--- config.mk ---
export PLATFORM = sky130hd
export DESIGN_NAME = branch_ctrl_flat
export DESIGN_NICKNAME = d
export VERILOG_FILES = /design/src/rtl/mips_pkg.sv /design/src/rtl/branch_ctrl_if.sv /design/src/rtl/branch_cond.sv /design/src/rtl/branch_ctrl.sv /design/src/flat_wrapper.sv
export SDC_FILE = /design/constraint.sdc
export NUM_CORES = 1
export LEC_CHECK = 0
export ABC_CLOCK_PERIOD_IN_PS = 3000
export BUFFER_PORTS_ARGS = -buffer_cell sky130_fd_sc_hd__clkbuf_2
export CAP_MARGIN = 30
export CORE_UTILIZATION = 41
export DETAILED_ROUTE_END_ITERATION = 16
export PLACE_DENSITY_LB_ADDON = 0.08
export SYNTH_ARGS = -nofsm -noshare
export SYNTH_HDL_FRONTEND = slang
export SYNTH_HIERARCHICAL = 1
export SYNTH_SLANG_ARGS = --single-unit
export TNS_END_PERCENT = 50
--- constraint.sdc ---
create_clock -name clk -period 3 [get_ports clk]
set_input_delay 0.6 -clock clk [delete_from_list [all_inputs] [get_ports clk]]
set_output_delay 0.6 -clock clk [all_outputs]
set_load 0.02 [all_outputs]
--- src/rtl/mips_pkg.sv ---
// mips_pkg: shared MIPS pipeline definitions.
//   - word / opcode / immediate widths
//   - conditional-branch opcode constants (beq, bne, blez, bgtz)
//   - branch resolution FSM state type
//   - branch_offset(): sign-extended, word-aligned relative branch offset
// Optional feature macro used by the files that import this package: BRANCH_STATS_EN.
package mips_pkg;

    localparam int WORD_W = 32;
    localparam int OP_W   = 6;
    localparam int IMM_W  = 16;

    localparam logic [OP_W-1:0] OP_BEQ  = 6'b000100;
    localparam logic [OP_W-1:0] OP_BNE  = 6'b000101;
    localparam logic [OP_W-1:0] OP_BLEZ = 6'b000110;
    localparam logic [OP_W-1:0] OP_BGTZ = 6'b000111;

    typedef enum logic {
        RUN    = 1'b0,
        SHADOW = 1'b1
    } state_t;

    // Immediate counts instructions; the PC works in bytes, hence the <<2.
    function automatic logic [WORD_W-1:0] branch_offset(input logic [IMM_W-1:0] imm);
        return {{(WORD_W-IMM_W-2){imm[IMM_W-1]}}, imm, 2'b00};
    endfunction

endpackage

--- src/rtl/branch_ctrl_if.sv ---
// branch_ctrl_if: stage-3 branch bundle.
//   master : the pipeline side; drives the decoded instruction (ex_*),
//            receives the redirect (branch, baddr) and squash (flush) outputs.
//   slave  : the branch resolution unit.
// With BRANCH_STATS_EN defined the bundle also carries taken_cnt and
// resolved_cnt (CNT_W bits each) from the slave.
interface branch_ctrl_if #(
    parameter int CNT_W = 16
);
    import mips_pkg::*;

    logic                ex_valid;
    logic [OP_W-1:0]     ex_op;
    logic [IMM_W-1:0]    ex_imm;
    logic [WORD_W-1:0]   ex_rs;
    logic [WORD_W-1:0]   ex_rt;
    logic                branch;
    logic [WORD_W-1:0]   baddr;
    logic                flush;
`ifdef BRANCH_STATS_EN
    logic [CNT_W-1:0]    taken_cnt;
    logic [CNT_W-1:0]    resolved_cnt;
`else
    // CNT_W only sizes the optional statistics counters.
    if (CNT_W < 1) begin : g_cnt_w_unused
    end
`endif

    modport master (
        output ex_valid, ex_op, ex_imm, ex_rs, ex_rt,
        input  branch, baddr, flush
`ifdef BRANCH_STATS_EN
        , input taken_cnt, resolved_cnt
`endif
    );

    modport slave (
        input  ex_valid, ex_op, ex_imm, ex_rs, ex_rt,
        output branch, baddr, flush
`ifdef BRANCH_STATS_EN
        , output taken_cnt, resolved_cnt
`endif
    );

endinterface

--- src/rtl/branch_cond.sv ---
// branch_cond: combinational conditional-branch decode and evaluation.
//   op        in  opcode field
//   rs, rt    in  register operands
//   is_branch out opcode is one of beq/bne/blez/bgtz
//   taken     out branch condition holds (0 for non-branches)
module branch_cond
    import mips_pkg::*;
(
    input  logic [OP_W-1:0]   op,
    input  logic [WORD_W-1:0] rs,
    input  logic [WORD_W-1:0] rt,
    output logic              is_branch,
    output logic              taken
);

    logic rs_zero;
    logic rs_neg;

    assign rs_zero = (rs == '0);
    assign rs_neg  = rs[WORD_W-1];

    always_comb begin
        is_branch = 1'b1;
        taken     = 1'b0;
        unique case (op)
            OP_BEQ:  taken = (rs == rt);
            OP_BNE:  taken = (rs != rt);
            OP_BLEZ: taken = rs_neg | rs_zero;
            OP_BGTZ: taken = ~rs_neg & ~rs_zero;
            default: is_branch = 1'b0;
        endcase
    end

endmodule

--- src/rtl/branch_ctrl.sv ---
// branch_ctrl: stage-3 branch resolution unit of the 5-stage MIPS pipeline.
//   clk    in  pipeline clock (rising edge)
//   rst_n  in  asynchronous active-low reset
//   bus    branch_ctrl_if.slave:
//            ex_valid/ex_op/ex_imm/ex_rs/ex_rt in  instruction in stage 3
//            branch out  registered one-cycle redirect pulse
//            baddr  out  registered relative byte offset (0 when branch=0)
//            flush  out  registered: the previously presented instruction was squashed
//            taken_cnt/resolved_cnt out  saturating statistics (BRANCH_STATS_EN only)
// Parameters: SHADOW_CYCLES wrong-path slots after a taken branch,
//             CNT_W statistics counter width.
// Optional feature macro: BRANCH_STATS_EN.
module branch_ctrl
    import mips_pkg::*;
#(
    parameter int SHADOW_CYCLES = 3,
    parameter int CNT_W         = 16
) (
    input  logic           clk,
    input  logic           rst_n,
    branch_ctrl_if.slave   bus
);

    localparam int SH_W = (SHADOW_CYCLES < 2) ? 1 : $clog2(SHADOW_CYCLES + 1);

    state_t             state_reg, state_next;
    logic [SH_W-1:0]    cnt_reg, cnt_next;
    logic               branch_reg, branch_next;
    logic [WORD_W-1:0]  baddr_reg, baddr_next;
    logic               flush_reg, flush_next;

    logic               is_branch;
    logic               taken;
    logic               eval_valid;
    logic               take_now;

    branch_cond u_cond (
        .op        (bus.ex_op),
        .rs        (bus.ex_rs),
        .rt        (bus.ex_rt),
        .is_branch (is_branch),
        .taken     (taken)
    );

    // Only RUN evaluates; anything presented during SHADOW is wrong-path.
    assign eval_valid = (state_reg == RUN) && bus.ex_valid && is_branch;
    assign take_now   = eval_valid && taken;

    always_ff @(posedge clk or negedge rst_n) begin
        if (!rst_n) begin
            state_reg  <= RUN;
            cnt_reg    <= '0;
            branch_reg <= 1'b0;
            baddr_reg  <= '0;
            flush_reg  <= 1'b0;
        end else begin
            state_reg  <= state_next;
            cnt_reg    <= cnt_next;
            branch_reg <= branch_next;
            baddr_reg  <= baddr_next;
            flush_reg  <= flush_next;
        end
    end

    always_comb begin
        state_next  = state_reg;
        cnt_next    = cnt_reg;
        branch_next = 1'b0;
        baddr_next  = '0;
        flush_next  = 1'b0;
        unique case (state_reg)
            RUN: begin
                if (take_now) begin
                    branch_next = 1'b1;
                    baddr_next  = branch_offset(bus.ex_imm);
                    // With no shadow the redirect needs no squashing at all.
                    if (SHADOW_CYCLES > 0) begin
                        state_next = SHADOW;
                        cnt_next   = SH_W'(SHADOW_CYCLES);
                    end
                end
            end
            SHADOW: begin
                // Bubbles consume a slot too, but there is nothing to squash.
                flush_next = bus.ex_valid;
                cnt_next   = cnt_reg - SH_W'(1);
                if (cnt_reg == SH_W'(1)) begin
                    state_next = RUN;
                end
            end
            default: begin
                state_next = RUN;
                cnt_next   = '0;
            end
        endcase
    end

    assign bus.branch = branch_reg;
    assign bus.baddr  = baddr_reg;
    assign bus.flush  = flush_reg;

`ifdef BRANCH_STATS_EN
    logic [CNT_W-1:0] taken_cnt_reg, taken_cnt_next;
    logic [CNT_W-1:0] resolved_cnt_reg, resolved_cnt_next;

    always_ff @(posedge clk or negedge rst_n) begin
        if (!rst_n) begin
            taken_cnt_reg    <= '0;
            resolved_cnt_reg <= '0;
        end else begin
            taken_cnt_reg    <= taken_cnt_next;
            resolved_cnt_reg <= resolved_cnt_next;
        end
    end

    // Saturating increments: hold at all-ones rather than wrapping.
    always_comb begin
        taken_cnt_next    = taken_cnt_reg;
        resolved_cnt_next = resolved_cnt_reg;
        if (take_now && !(&taken_cnt_reg)) begin
            taken_cnt_next = taken_cnt_reg + CNT_W'(1);
        end
        if (eval_valid && !(&resolved_cnt_reg)) begin
            resolved_cnt_next = resolved_cnt_reg + CNT_W'(1);
        end
    end

    assign bus.taken_cnt    = taken_cnt_reg;
    assign bus.resolved_cnt = resolved_cnt_reg;
`else
    // CNT_W only sizes the optional statistics counters.
    if (CNT_W < 1) begin : g_cnt_w_unused
    end
`endif

endmodule

--- src/flat_wrapper.sv ---
// flat-port wrapper written by rule: the top's interface ports become plain ports
module branch_ctrl_flat import mips_pkg::*;
#(
    parameter int SHADOW_CYCLES = 3,
    parameter int CNT_W         = 16
)
  (clk, rst_n, bus_ex_valid, bus_ex_op, bus_ex_imm, bus_ex_rs, bus_ex_rt, bus_branch, bus_baddr, bus_flush);
  branch_ctrl_if #(.CNT_W(CNT_W)) bus_i ();
  input  logic clk;
  input  logic rst_n;
  input wire logic [$bits(bus_i.ex_valid)-1:0] bus_ex_valid;
  input wire logic [$bits(bus_i.ex_op)-1:0] bus_ex_op;
  input wire logic [$bits(bus_i.ex_imm)-1:0] bus_ex_imm;
  input wire logic [$bits(bus_i.ex_rs)-1:0] bus_ex_rs;
  input wire logic [$bits(bus_i.ex_rt)-1:0] bus_ex_rt;
  output wire logic [$bits(bus_i.branch)-1:0] bus_branch;
  output wire logic [$bits(bus_i.baddr)-1:0] bus_baddr;
  output wire logic [$bits(bus_i.flush)-1:0] bus_flush;
  assign bus_i.ex_valid = bus_ex_valid;
  assign bus_i.ex_op = bus_ex_op;
  assign bus_i.ex_imm = bus_ex_imm;
  assign bus_i.ex_rs = bus_ex_rs;
  assign bus_i.ex_rt = bus_ex_rt;
  assign bus_branch = bus_i.branch;
  assign bus_baddr = bus_i.baddr;
  assign bus_flush = bus_i.flush;
  branch_ctrl #(.SHADOW_CYCLES(SHADOW_CYCLES), .CNT_W(CNT_W)) u_core (.clk(clk), .rst_n(rst_n), .bus(bus_i));
endmodule
; ---- Word-level counts from Yosys, hierarchy flattened
; Cells that the tools add are included.
; W data, S select, Z words.
[totals]
elab_cells = 35
reg_bits = 37
out_inout_bits = 34
[classes]
add_sub_neg = 1
eq_ne = 8
bitwise_logic = 5
reduce_logical = 5
muxes = 11
[op_table]
columns = cell, count
row1 = $mux W32, 2
row2 = $eq A32 B32 Y1, 1
row3 = $logic_not A32 Y1, 1
row4 = $ne A32 B32 Y1, 1
row5 = $eq A6 B3 Y1 const B, 4
row6 = $mux W1, 5
row7 = $pmux W1 S4, 1
row8 = $pmux W2 S2, 1
row9 = $reduce_or A4 Y1, 1
row10 = $logic_and A1 B1 Y1, 3
row11 = $not A1 Y1, 3
row12 = $eq A2 B1 Y1 const B, 1
row13 = $mux W2, 1
row14 = $ne A2 B1 Y1 const B, 1
row15 = $pmux W1 S2, 1
row16 = $sub A2 B1 Y2 const B, 1
row17 = $and A1 B1 Y1, 1
row18 = $or A1 B1 Y1, 1

; ---- Logic depth before layout (Yosys ltp)
[logic_depth]
ltp_word = 7
depth_mapped = 9
mapped_depth_nobuf = 7

; ---- Modules after synthesis
; Netlist, hierarchy kept.
[by_module_without_submodules]
columns = module, cells_per_inst, area_each_um2, instances
row1 = branch_ctrl, 66, 878.3, 1
row2 = branch_cond, 63, 515.5, 1

; ---- Worst setup path before layout
; No wires, ideal clock.
[synth_timing]
path_type = input-to-reg
startpoint = input port bus_ex_rs[20]
endpoint = register u_core.baddr_reg[10] (netlist: u_core/bus.baddr[10])
setup_ns = 0.117
slack_ns = 0.626
arrival_time_ns = 2.257
cell_stages = 9
cell_sequence = xor2_1 nor4_2 nand4_1 o2111ai_1 or3b_1 and4b_1 buf_6 buf_6 and2_4
[synth_between]
elab_chain_cells = 7
elab_cells_between_ends = 10
cone_classes = 2 x eq/ne / 3 x mux / 3 x bitwise / 2 x reduce/logical
[synth_rtl]
columns = item, line
row1 = start: declaration, flat_wrapper.sv:14  ; input wire logic [$bits(bus_i.ex_rs)-1:0] bus_ex_rs;
row2 = $logic_not A32 Y1, branch_cond.sv:19  ; assign rs_zero = (rs == '0);
row3 = $not A1 Y1, branch_cond.sv:29  ; OP_BGTZ: taken = ~rs_neg & ~rs_zero;
row4 = $and A1 B1 Y1, branch_cond.sv:29
row5 = $pmux W1 S4 (*), branch_cond.sv:25  ; unique case (op)
row6 = named net u_core.taken, branch_ctrl.sv:33  ; logic taken;
row7 = $logic_and A1 B1 Y1 (*), branch_ctrl.sv:47  ; assign take_now = eval_valid && taken;
row8 = $mux W32 (*), branch_ctrl.sv:73  ; if (take_now) begin
row9 = $mux W32 (*), branch_ctrl.sv:71  ; unique case (state_reg)
row10 = named net u_core.baddr_next[10], branch_ctrl.sv:29  ; logic [WORD_W-1:0] baddr_reg, baddr_next;
row11 = end signal: assignment, branch_ctrl.sv:60  ; baddr_reg <= baddr_next;
row12 = end: declaration, branch_ctrl.sv:29
; Mark *: on every way through the listed nets, which the timed path passes. The rest lies on a longest branch.
; A chain may end at the register's enable or synchronous reset.

; ---- Final worst setup path
[layout_timing]
startpoint = input port bus_ex_rs[24]
endpoint = register u_core.cnt_reg[1]
[layout_between]
elab_chain_cells = 6
elab_cells_between_ends = 9
cone_classes = 3 x eq/ne / 1 x mux / 3 x bitwise / 2 x reduce/logical
[layout_rtl]
columns = item, line
row1 = $logic_not A32 Y1, branch_cond.sv:19
row2 = $not A1 Y1, branch_cond.sv:29
row3 = $and A1 B1 Y1, branch_cond.sv:29
row4 = $pmux W1 S4 (*), branch_cond.sv:25
row5 = named net u_core.taken, branch_ctrl.sv:33
row6 = $logic_and A1 B1 Y1 (*), branch_ctrl.sv:47
row7 = $ne A2 B1 Y1 (no line) (*), --
row8 = end signal: assignment, branch_ctrl.sv:58  ; cnt_reg <= cnt_next;
row9 = end: declaration, branch_ctrl.sv:27  ; logic [SH_W-1:0] cnt_reg, cnt_next;
; Marks and branches as above.

==> results.md <==
- Status: completed
- Std-Cell Rows: 20
- Clock root cell: clkbuf_4
- Area grow syn2layout: 39.59%
- Register area share after synthesis: 37.70%
- Reg area: approximately 530 µm²
- Htree depth: 1
- Vias in the first global route: ~1300
- Total GRT Usage: 18.92%
- Filler cells: between 200 and 300
- Top-area cell type share of the netlist area: a little under two fifths
- Final Non-Filler Cells: 281
- Synth Area in Simple Gates: 25.31%
- Unrepaired setup endpoints after global routing: no
- Number of setup buffers added after CTS: 0
- Critical Path Max Stage Delay: 0.38 ns
- RD Place Congestion: roughly 0.78
- Max reg flops: 16
- Cell variety after synth: 27
- Routed Wire Length: 3.194 mm
- Critical Path RT: 3.19 ns
- Fin. max-slew vios: 0
- Post-Syn Area: between 1000 and 1500 µm²
- CTS tree: yes
- CTS Hold Bufs: 0
- Sw Share: ~28%
- Mean Syn Cell Area: ~11 µm²
- Clock Path Buffers: 2
- Num CTS Buffers: 3
- Pin count of the biggest net entering global routing: 22
- Post-DP HPWL: around 2.9 mm
- Reg power frac: about half
- Final ANT Viol Nets: 0
- Mux contribution to synthesized area: less than 1%
- Fin. Hold Viols: 0
- Die Width: roughly 60 µm
- Largest family of logic cells by synthesized area: simple AND/OR/NAND/NOR gates
- Worst path slowest cell: and4b_1
- Worst EP arrival: between 2 and 3 ns
- Int Pwr: about 430 µW
- Critical path class: in -> reg
- Post-synthesis compound-gate area fraction: 3.680%
- CTS clk-pin slew, worst paths: around 0.11 ns
- Seq cells post-synth: 21
- Layout cell share with drive strength beyond 1: between 60% and 70%
- Fin Setup TNS: 0 ns
- Clock Latency Late Sink: between 0.2 and 0.3 ns
- Adder-Cell Fraction of Synth Area: less than 1%
- Critical Path Source Type: primary input
- 1st-iter DRT viols: 34
- Die area: 3637 µm²
- DP Cell Count: 277
- Top cells by area in the synthesized netlist: dfrtp_1 (38%), xor2_1 (20%), buf_4 (8.6%)
- Comb pwr share: 27.0%
- Nets@finish: 328
- Vias: roughly 1300
- Yosys warns: 6
- Drc violations: 0
- Leak: roughly 1.1 nW
- Clk sink count: 21
- Switching pwr: about 160 µW
- Final min period: around 2.4 ns
- Core Area: approximately 3100 µm²
- Period utilization: between 80% and 90%
- Synth Instances: 129
- Initial Util: between 40% and 50%
- Worst VDD drop: 132.6 µV
- Vias per inst: 4.609
- Worst-path maximum fanout: 19
- Drt wl/cell: between 10 and 15 µm
- Hold Path Class: in -> async
- First-pass GRT wire length: about 5.2 mm
- Max_slew headroom: between 60% and 70%
- Post-synthesis xor/xnor area fraction: between 20% and 30%
- N_diodes: 0
- Max cap viols: 0
- Initial antenna violation count: 0
- Final setup viols: 0
- Tightest Pin Transition: about 0.56 ns
- Fin Clk Skew: roughly 0.0031 ns
- Power Density: 306.4 nW/µm²
- Die H: between 60 and 70 µm
- Worst-path cell chain: clkbuf_2 > xor2_1 > nor4_2 > nand4_1 > o2111ai_1 > or3b_1 > and4b_1 > a211o_1
- Critical Path End Type: register
- Max Fclk: ~400 MHz
- Grt ovf: 0
- Top Ports: between 100 and 150
- PortBufs: 120
- Dominant cell type by area after synthesis: dfrtp_1
- Clk pwr share: 21.8%
- Initial DRT Pass Iterations: 5
- Area of the multi-input gates: ~710 µm²
- Final core occ: slightly above 60%
- Post-cts sizing count: 0
-- metal layers --
layer | vias to the layer above | share of wire, % | track usage, %
met1 | 567 | 37 | 20.92
li1 | 640 | - | -
met4 | 0 | 1.1 | 6.977
met3 | 4 | 9.0 | 2.165
met5 | - | 0 | 0
met2 | 84 | 53 | 36.42
-- worst paths after layout --
path / start / end / cells past startpoint / slack [ns]
min: rst_n / u_core/bus.baddr[5]$_DFF_PN0_ / 1 / 0.24
max: bus_ex_rs[24] / u_core/cnt_reg[1]$_DFFE_PN0P_ / 8 / 0.56
min reg2reg: u_core/cnt_reg[0]$_DFFE_PN0P_ / u_core/cnt_reg[0]$_DFFE_PN0P_ / 1 / 0.49
max reg2reg: u_core/state_reg$_DFF_PN0_ / u_core/bus.baddr[12]$_DFF_PN0_ / 2 / 1.61
max in group asynchronous: rst_n / u_core/bus.baddr[2]$_DFF_PN0_ / 1 / 2.42
min in group clk: u_core/cnt_reg[0]$_DFFE_PN0P_ / u_core/cnt_reg[0]$_DFFE_PN0P_ / 1 / 0.49
-- cells in the final DEF (no fill, tap or decap), drive strengths merged, types with 2 or more instances in the layout --
cell / n
nand4: 2
xor2: 32
and2: 17
inv: 4
nand2: 2
and4: 2
conb: 2
clkbuf: 123
dfrtp: 21
nor4: 16
-- power groups by stage --
stage / clock [mW] / sequential, mW / combinational [mW]
floorplan: 0 / 0.309 / 0.0772
global placement: 0 / 0.310 / 0.160
detailed placement: 0 / 0.311 / 0.164
CTS: 0.137 / 0.305 / 0.164
global route: 0.149 / 0.307 / 0.182
finish: 0.130 / 0.305 / 0.161
-- cell usage after synthesis, drive strengths merged --
library cell / n
a211o: 1
a211oi: 1
a21o: 1
a21oi: 1
a311oi: 1
and2: 17
and2b: 1
and4: 2
and4b: 1
buf: 18
conb: 1
dfrtp: 21
ha: 1
inv: 4
mux2i: 1
nand2: 2
nand3: 1
nand4: 2
nor3: 1
nor4: 16
nor4b: 1
o2111ai: 1
or3b: 1
xor2: 32
-- worst max-delay path, delay by kind of cell --
| kind | cells | cell delay [ns] |
|---|---|---|
| xor gates and xnor gates | 1 | 0.18 |
| and+or+nand+nor | 4 | 1.20 |
| buffers and inverters | 1 | 0.10 |
| AOI/OAI and AO/OA | 2 | 0.54 |
-- cell families (layout without fill, tap and decap cells) --
| logic type | count (synthesis) | count (layout) |
|---|---|---|
| buf+inv | 22 | 129 |
| xor+xnor | 32 | 32 |
| compound gates | 6 | 6 |
| fa+ha+maj | 1 | 1 |
| other cells | 1 | 2 |
| flops | 21 | 21 |
| mux | 1 | 1 |
| simple gates | 45 | 45 |
-- metrics by stage --
step	hold WS, ns	power [mW]	instance area (µm²)	setup slack [ns]
after detailed placement	0.4808	0.4743	1918	0.1990
final	0.2430	0.5961	1946	0.5640
after global routing	0.2688	0.6380	1946	0.3901
after floorplan	0.3044	0.3862	1398	0.6264
after CTS	0.2523	0.6066	1946	0.5248
after global placement	0.4712	0.4704	1918	0.2039
-- layout make-up --
| type | count | area share (%) |
|---|---|---|
| inverter | 4 | 0.7717 |
| sequential | 21 | 27.01 |
| timing repair buffer | 121 | 31.25 |
| multi-input combinational | 87 | 36.72 |
| tap | 44 | 2.830 |
| clock inverter | 1 | 0.2572 |
| clock buffer | 3 | 1.158 |
Note: power is estimated with default switching activity, not from simulation.
